<file path="config.mk">
export PLATFORM = sky130hd
export DESIGN_NAME = oitf_track_flat
export DESIGN_NICKNAME = d
export VERILOG_FILES = /design/src/rtl/oitf_track_if.sv /design/src/rtl/oitf_track.sv /design/src/flat_wrapper.sv
export SDC_FILE = /design/constraint.sdc
export NUM_CORES = 1
export LEC_CHECK = 0
export BUFFER_PORTS_ARGS = -buffer_cell sky130_fd_sc_hd__buf_2
export CORE_MARGIN = 3
export CORE_UTILIZATION = 62
export CTS_BUF_LIST = sky130_fd_sc_hd__clkbuf_4 sky130_fd_sc_hd__clkbuf_8 sky130_fd_sc_hd__clkbuf_16
export CTS_CLUSTER_DIAMETER = 30
export CTS_CLUSTER_SIZE = 10
export DETAILED_ROUTE_END_ITERATION = 16
export MAX_ROUTING_LAYER = met4
export PLACE_DENSITY = 0.9
export SLEW_MARGIN = 25
export SYNTH_ARGS = -nofsm -noshare
export SYNTH_HDL_FRONTEND = slang
export SYNTH_SLANG_ARGS = --single-unit
</file>
<file path="constraint.sdc">
create_clock -name clk -period 4.8 [get_ports clk]
set_clock_uncertainty 0.2 [all_clocks]
set_input_delay 0.24 -clock clk [delete_from_list [all_inputs] [get_ports clk]]
set_output_delay 0.24 -clock clk [all_outputs]
set_load 0.005 [all_outputs]
</file>
<file path="src/rtl/oitf_track_if.sv">
// Bundle between the dispatch/writeback stages and the outstanding-write
// tracker (oitf_track).
//   master : the pipeline side. It drives dispatch, retire and flush requests
//            and watches the hazard and status outputs.
//   slave  : the tracker itself.
// Signal groups:
//   dispatch : dis_ena, dis_ready, dis_rdwen, dis_rdidx, dis_rs1en/idx,
//              dis_rs2en/idx
//   retire   : ret_ena, ret_rdidx, ret_rdwen, ret_err
//   control  : flush
//   status   : match_rs1, match_rs2, match_rd, empty, full, count
interface oitf_track_if #(
  parameter int PTR_W = 2,
  parameter int IDX_W = 5
);
  logic             dis_ena;
  logic             dis_ready;
  logic             dis_rdwen;
  logic [IDX_W-1:0] dis_rdidx;
  logic             dis_rs1en;
  logic             dis_rs2en;
  logic [IDX_W-1:0] dis_rs1idx;
  logic [IDX_W-1:0] dis_rs2idx;
  logic             ret_ena;
  logic [IDX_W-1:0] ret_rdidx;
  logic             ret_rdwen;
  logic             flush;
  logic             match_rs1;
  logic             match_rs2;
  logic             match_rd;
  logic             empty;
  logic             full;
  logic [PTR_W:0]   count;
  logic             ret_err;

  modport master (
    output dis_ena, dis_rdwen, dis_rdidx, dis_rs1en, dis_rs2en,
           dis_rs1idx, dis_rs2idx, ret_ena, flush,
    input  dis_ready, ret_rdidx, ret_rdwen, match_rs1, match_rs2,
           match_rd, empty, full, count, ret_err
  );

  modport slave (
    input  dis_ena, dis_rdwen, dis_rdidx, dis_rs1en, dis_rs2en,
           dis_rs1idx, dis_rs2idx, ret_ena, flush,
    output dis_ready, ret_rdidx, ret_rdwen, match_rs1, match_rs2,
           match_rd, empty, full, count, ret_err
  );
endinterface

</file>
<file path="src/rtl/oitf_track.sv">
// Outstanding-instruction tracking FIFO. Each dispatched instruction takes
// one entry, and the entry stays until writeback retires it in order. Source
// and destination indices of the instruction being dispatched are compared
// against every live entry. The results are RAW (rs1/rs2) and WAW (rd)
// hazard flags.
// Ports:
//   clk   : clock; all state changes on the rising edge
//   rst_n : asynchronous active-low reset
//   bus   : oitf_track_if.slave. It carries dispatch, retire, flush, hazard
//           and status signals.
// DEPTH must be a power of two (2..16), and PTR_W must equal log2(DEPTH).
module oitf_track #(
  parameter int DEPTH = 4,
  parameter int PTR_W = 2,
  parameter int IDX_W = 5
) (
  input  logic        clk,
  input  logic        rst_n,
  oitf_track_if.slave bus
);

  localparam logic [PTR_W:0] ONE = {{PTR_W{1'b0}}, 1'b1};

  // Each pointer carries one extra MSB. That MSB is a wrap bit, and it
  // separates the full case from the empty case.
  logic [PTR_W:0]   alc_ptr_reg;
  logic [PTR_W:0]   ret_ptr_reg;
  logic [PTR_W:0]   count_reg;
  logic             ret_err_reg;
  logic [DEPTH-1:0] vld_reg;

  // Payload storage has no reset. Every reader is qualified by vld or
  // by empty.
  logic [DEPTH-1:0] rdwen_reg;
  logic [IDX_W-1:0] rdidx_reg [DEPTH];

  logic [PTR_W-1:0] alc_idx;
  logic [PTR_W-1:0] ret_idx;
  logic             empty;
  logic             full;
  logic             alloc;
  logic             retire;
  logic [DEPTH-1:0] alc_oh;
  logic [DEPTH-1:0] ret_oh;
  logic [DEPTH-1:0] hit_rs1;
  logic [DEPTH-1:0] hit_rs2;
  logic [DEPTH-1:0] hit_rd;

  assign alc_idx = alc_ptr_reg[PTR_W-1:0];
  assign ret_idx = ret_ptr_reg[PTR_W-1:0];
  assign empty   = (alc_ptr_reg == ret_ptr_reg);
  assign full    = (alc_idx == ret_idx) && (alc_ptr_reg[PTR_W] != ret_ptr_reg[PTR_W]);

  // Flush wins over both requests. Acceptance looks only at registered
  // occupancy, so a full tracker refuses a dispatch even when a retire
  // happens in the same cycle.
  assign alloc  = bus.dis_ena & ~full  & ~bus.flush;
  assign retire = bus.ret_ena & ~empty & ~bus.flush;

  always_comb begin
    alc_oh          = '0;
    ret_oh          = '0;
    alc_oh[alc_idx] = 1'b1;
    ret_oh[ret_idx] = 1'b1;
  end

  always_ff @(posedge clk or negedge rst_n) begin
    if (!rst_n) begin
      alc_ptr_reg <= '0;
      ret_ptr_reg <= '0;
      count_reg   <= '0;
      ret_err_reg <= 1'b0;
    end else if (bus.flush) begin
      alc_ptr_reg <= '0;
      ret_ptr_reg <= '0;
      count_reg   <= '0;
    end else begin
      if (alloc)  alc_ptr_reg <= alc_ptr_reg + ONE;
      if (retire) ret_ptr_reg <= ret_ptr_reg + ONE;
      case ({alloc, retire})
        2'b10:   count_reg <= count_reg + ONE;
        2'b01:   count_reg <= count_reg - ONE;
        default: count_reg <= count_reg;
      endcase
      if (bus.ret_ena && empty) ret_err_reg <= 1'b1;
    end
  end

  generate
    for (genvar gi = 0; gi < DEPTH; gi++) begin : g_entry
      always_ff @(posedge clk or negedge rst_n) begin
        if (!rst_n)
          vld_reg[gi] <= 1'b0;
        else if (bus.flush)
          vld_reg[gi] <= 1'b0;
        else if (alloc && alc_oh[gi])
          vld_reg[gi] <= 1'b1;
        else if (retire && ret_oh[gi])
          vld_reg[gi] <= 1'b0;
      end

      always_ff @(posedge clk) begin
        if (alloc && alc_oh[gi]) begin
          rdwen_reg[gi] <= bus.dis_rdwen;
          rdidx_reg[gi] <= bus.dis_rdidx;
        end
      end

      // Only live, register-writing entries take part in hazard detection.
      assign hit_rs1[gi] = vld_reg[gi] & rdwen_reg[gi] & (rdidx_reg[gi] == bus.dis_rs1idx);
      assign hit_rs2[gi] = vld_reg[gi] & rdwen_reg[gi] & (rdidx_reg[gi] == bus.dis_rs2idx);
      assign hit_rd[gi]  = vld_reg[gi] & rdwen_reg[gi] & (rdidx_reg[gi] == bus.dis_rdidx);
    end
  endgenerate

  assign bus.match_rs1 = bus.dis_rs1en & (|hit_rs1);
  assign bus.match_rs2 = bus.dis_rs2en & (|hit_rs2);
  assign bus.match_rd  = bus.dis_rdwen & bus.dis_ena & (|hit_rd);

  // When the tracker is empty, the entry under ret_ptr may be stale.
  // Both retire outputs are therefore forced to zero in that case.
  assign bus.ret_rdidx = empty ? '0 : rdidx_reg[ret_idx];
  assign bus.ret_rdwen = ~empty & rdwen_reg[ret_idx];

  assign bus.dis_ready = ~full;
  assign bus.empty     = empty;
  assign bus.full      = full;
  assign bus.count     = count_reg;
  assign bus.ret_err   = ret_err_reg;

endmodule
</file>
<file path="src/flat_wrapper.sv">
// flat-port wrapper written by rule: the top's interface ports become plain ports
module oitf_track_flat 
#(
  parameter int DEPTH = 4,
  parameter int PTR_W = 2,
  parameter int IDX_W = 5
)
  (clk, rst_n, bus_dis_ena, bus_dis_rdwen, bus_dis_rdidx, bus_dis_rs1en, bus_dis_rs2en, bus_dis_rs1idx, bus_dis_rs2idx, bus_ret_ena, bus_flush, bus_dis_ready, bus_ret_rdidx, bus_ret_rdwen, bus_match_rs1, bus_match_rs2, bus_match_rd, bus_empty, bus_full, bus_count, bus_ret_err);
  oitf_track_if #(.PTR_W(PTR_W), .IDX_W(IDX_W)) bus_i ();
  input  logic clk;
  input  logic rst_n;
  input wire logic [$bits(bus_i.dis_ena)-1:0] bus_dis_ena;
  input wire logic [$bits(bus_i.dis_rdwen)-1:0] bus_dis_rdwen;
  input wire logic [$bits(bus_i.dis_rdidx)-1:0] bus_dis_rdidx;
  input wire logic [$bits(bus_i.dis_rs1en)-1:0] bus_dis_rs1en;
  input wire logic [$bits(bus_i.dis_rs2en)-1:0] bus_dis_rs2en;
  input wire logic [$bits(bus_i.dis_rs1idx)-1:0] bus_dis_rs1idx;
  input wire logic [$bits(bus_i.dis_rs2idx)-1:0] bus_dis_rs2idx;
  input wire logic [$bits(bus_i.ret_ena)-1:0] bus_ret_ena;
  input wire logic [$bits(bus_i.flush)-1:0] bus_flush;
  output wire logic [$bits(bus_i.dis_ready)-1:0] bus_dis_ready;
  output wire logic [$bits(bus_i.ret_rdidx)-1:0] bus_ret_rdidx;
  output wire logic [$bits(bus_i.ret_rdwen)-1:0] bus_ret_rdwen;
  output wire logic [$bits(bus_i.match_rs1)-1:0] bus_match_rs1;
  output wire logic [$bits(bus_i.match_rs2)-1:0] bus_match_rs2;
  output wire logic [$bits(bus_i.match_rd)-1:0] bus_match_rd;
  output wire logic [$bits(bus_i.empty)-1:0] bus_empty;
  output wire logic [$bits(bus_i.full)-1:0] bus_full;
  output wire logic [$bits(bus_i.count)-1:0] bus_count;
  output wire logic [$bits(bus_i.ret_err)-1:0] bus_ret_err;
  assign bus_i.dis_ena = bus_dis_ena;
  assign bus_i.dis_rdwen = bus_dis_rdwen;
  assign bus_i.dis_rdidx = bus_dis_rdidx;
  assign bus_i.dis_rs1en = bus_dis_rs1en;
  assign bus_i.dis_rs2en = bus_dis_rs2en;
  assign bus_i.dis_rs1idx = bus_dis_rs1idx;
  assign bus_i.dis_rs2idx = bus_dis_rs2idx;
  assign bus_i.ret_ena = bus_ret_ena;
  assign bus_i.flush = bus_flush;
  assign bus_dis_ready = bus_i.dis_ready;
  assign bus_ret_rdidx = bus_i.ret_rdidx;
  assign bus_ret_rdwen = bus_i.ret_rdwen;
  assign bus_match_rs1 = bus_i.match_rs1;
  assign bus_match_rs2 = bus_i.match_rs2;
  assign bus_match_rd = bus_i.match_rd;
  assign bus_empty = bus_i.empty;
  assign bus_full = bus_i.full;
  assign bus_count = bus_i.count;
  assign bus_ret_err = bus_i.ret_err;
  oitf_track #(.DEPTH(DEPTH), .PTR_W(PTR_W), .IDX_W(IDX_W)) u_core (.clk(clk), .rst_n(rst_n), .bus(bus_i));
endmodule
</file>
==> summary.txt <==
STA
  • Fmax: 355.1 MHz
  • Worst hold slack: 58.26 ps
  • Slew headroom: 0.6071
  • RSZ-0062 raised after global routing: no
  • Fin crit period: 2816 ps
  • Sum Neg Setup Slack: 0 ps
  • Final hold violation count: 0
  • Slew at the pin closest to its max-slew limit: 586.2 ps
  • Final setup violation count: 0
  • Tcrit/Tclk final: 0.5867
  • Slew Viols, Final: 0

Route
  • Routed len/inst: 20.27 µm
  • Drt total wl: 6364 µm
  • Vias: 1926
  • DR DRC count: 0
  • First DRT Iteration DRCs: 223
  • Detailed Routing Iterations Pass 1: 4
  • Avg Vias per Cell: 6.134
  • Antenna Violating Nets Remaining: 0

Setup path
  • Reg2Reg Setup Slack: 1980 ps
  • Critical path capture point type: flip-flop
  • Crit-path slowest cell: dfrtp_1
  • Slowest cell delay on critical path: 720 ps
  • Required @ worst endpoint: 4780 ps
  • Critical path, cell by cell: xor2_2 > o31a_1 > nand2_4 > nor2_1 > fa_1 > o211ai_1 > o21a_1 > mux2_4
  • Crit-path max FO: 12
  • CP Data Arrival Time: 2800 ps
  • Critical Path End: u_core.bus.count[2]$_DFFE_PN0P_
  • WS Path Type: flip-flop to flip-flop
  • RR Endpoint: u_core.bus.count[2]$_DFFE_PN0P_
  • Worst reg2reg startpoint: u_core.ret_ptr_reg[0]$_DFFE_PN0P_
  • Worst Setup SP: u_core.ret_ptr_reg[0]$_DFFE_PN0P_
  • FF-to-FF path depth: 8
  • Crit start category: flip-flop

Status
  • Status: complete, no violations

Layout
  • P&R area growth vs syn: 12.81%
  • Fin nets: 297
  • Ant diodes: 0
  • Fin area: 0.002953 mm²
  • Max reg flops: 20
  • Core Util, Final: 0.7662
  • Fin cells: 314
  • Share of cells above drive strength 1: 0.2143

Synth
  • Commonest cells in the netlist: xnor2_1 (35), xor2_1 (28), edfxtp_1 (24)
  • Post-synth top flop: edfxtp_1
  • Cells after Synth: 230
  • Yosys reg bits: 38
  • Synthesized netlist net count: 262
  • Register area share after synthesis: 0.4092
  • Mean Syn Cell Area: 11.38 µm²
  • Syn. warnings: 0
  • Top area cells in the synthesized netlist: edfxtp_1 (28%), dfrtp_1 (13%), xnor2_1 (12%)
  • Post-synth EDFFs: 24
  • Top-count cell post-synth: xnor2_1
  • Post-synthesis cell area: 0.002618 mm²
  • Ys async rst share: 0.3684
  • Unique masters post-synth: 40
  • Post-synth top area cell: edfxtp_1
  • Top-area cell type share of the netlist area: 0.2753

Clock tree
  • Post-cts resize count: 0
  • H-tree Lvls: 2
  • Num CTS Buffers: 5
  • Post-CTS setup buffer count: 0
  • Clk sinks: 38
  • Hold Buf Count CTS: 2
  • Worst-Skew Late Latency: 300 ps
  • Root buffer cell: clkbuf_8
  • TritonCTS clock tree: done
  • Clock slew at reported path FFs: 80 ps
  • Clk buf depth: 2

Floorplanning
  • Chip width: 70.98 µm
  • Die ar.: 0.005037 mm²
  • Core ar.: 0.003854 mm²
  • Starting Density: 0.6792
  • Core Rows: 22
  • I/O pin total: 39
  • Die Height: 70.98 µm

Global routing
  • Initial antenna violation count: 0
  • First-pass GRT wire length: 10450 µm
  • Remaining global-route overflow: 0
  • Largest net degree at the start of global routing: 16
  • GRT Total Usage: 0.2821
  • Number of global-route vias before repair: 2006

Power
  • PwrDens: 338.3 mW/mm²
  • Pleak: 0.001198 µW
  • Max VDD drop: 0.2260 mV

Placement
  • Dpl cells: 304
  • Area post-placement: 0.002800 mm²
  • GP Congestion: 0.9289
  • Dpl hpwl: 4748 µm
  • Number of port buffers: 38

Min path
  • Worst hold path class: input pin to flip-flop

Run
  • Max Cap Violations: 0
[power breakdown]
group / switching [µW] / leakage (µW) / internal (µW)
registers: 43.9 / 0.000403 / 371
clock network: 112 / 0.0000658 / 206
logic: 136 / 0.000730 / 130
[worst min-delay path by stage]
stage / from / slack (ps) / cells after the start / endpoint
finish: bus_dis_rdidx[1] / 60 / 1 / u_core.rdidx_reg[3][1]$_DFFE_PP_
global route: bus_dis_rdidx[4] / 60 / 1 / u_core.rdidx_reg[0][4]$_DFFE_PP_
CTS: bus_dis_rdidx[1] / 60 / 1 / u_core.rdidx_reg[3][1]$_DFFE_PP_
detailed placement: rst_n / -40 / 1 / u_core.alc_ptr_reg[2]$_DFFE_PN0P_
global placement: rst_n / -50 / 1 / u_core.alc_ptr_reg[2]$_DFFE_PN0P_
floorplan: rst_n / -260 / 0 / u_core.alc_ptr_reg[0]$_DFFE_PN0P_
[worst max-delay path, delay by kind of cell (launching register included)]
| family | cells | cell delay [ps] |
|---|---|---|
| AO/OA/AOI/OAI | 3 | 730 |
| flip-flops | 1 | 720 |
| adder cells (fa/ha/maj) | 1 | 390 |
| multiplexers | 1 | 290 |
| XOR/XNOR | 1 | 220 |
| AND/OR/NAND/NOR | 2 | 150 |
[kinds of logic after synthesis]
family	count (synthesis)	synth area share
AOI/OAI and AO/OA	24	0.07792
xor gates and xnor gates	65	0.2275
adders and majority gates	9	0.04589
buffers and inverters	23	0.04159
DFF	38	0.4092
muxes	10	0.07600
and+or+nand+nor	61	0.1219
[layout make-up]
cell class,count,area (µm²)
Multi-Input combinational cell,169,1438
Sequential cell,38,1071
Fill cell,233,900.9
Timing Repair Buffer,40,210.2
Clock buffer,5,68.82
Clock inverter,3,63.81
Tap cell,48,60.06
Inverter,11,41.29
[layer usage]
metal  vias to the layer above  wire length, µm  share of wire  track usage
met5                         -                0              0            -
met4                         0              140          0.022      0.08977
met3                        17              623          0.098      0.06534
met2                       101             2942           0.46       0.4264
met1                       931             2657           0.42       0.3789
li1                        877                -              -            -
[through the flow]
stage	worst slack (ps)	total power, µW
after floorplan	2290	598.7
after global placement	2093	666.7
after detailed placement	2022	680.0
after CTS	1991	1004
after global routing	1838	1046
final	1984	998.9
[cells in the final DEF (no fill, tap or decap), types with 2 or more instances in the layout]
cell type       n
buf_2          38
xnor2_1        35
xor2_1         28
edfxtp_1       24
nor2_1         15
nand2_1        15
dfrtp_1        14
inv_1          11
nand4_1         9
ha_1            8
and2b_1         6
mux4_1          5
nor3_1          5
nor4_1          5
clkbuf_8        5
a31o_2          4
o31a_1          3
and2_1          3
mux2i_1         3
a21oi_1         3
o211ai_1        2
a221o_1         2
o221ai_1        2
bufinv_16       2
dlygate4sd3_1   2
Note: power is estimated with default switching activity, not from simulation.
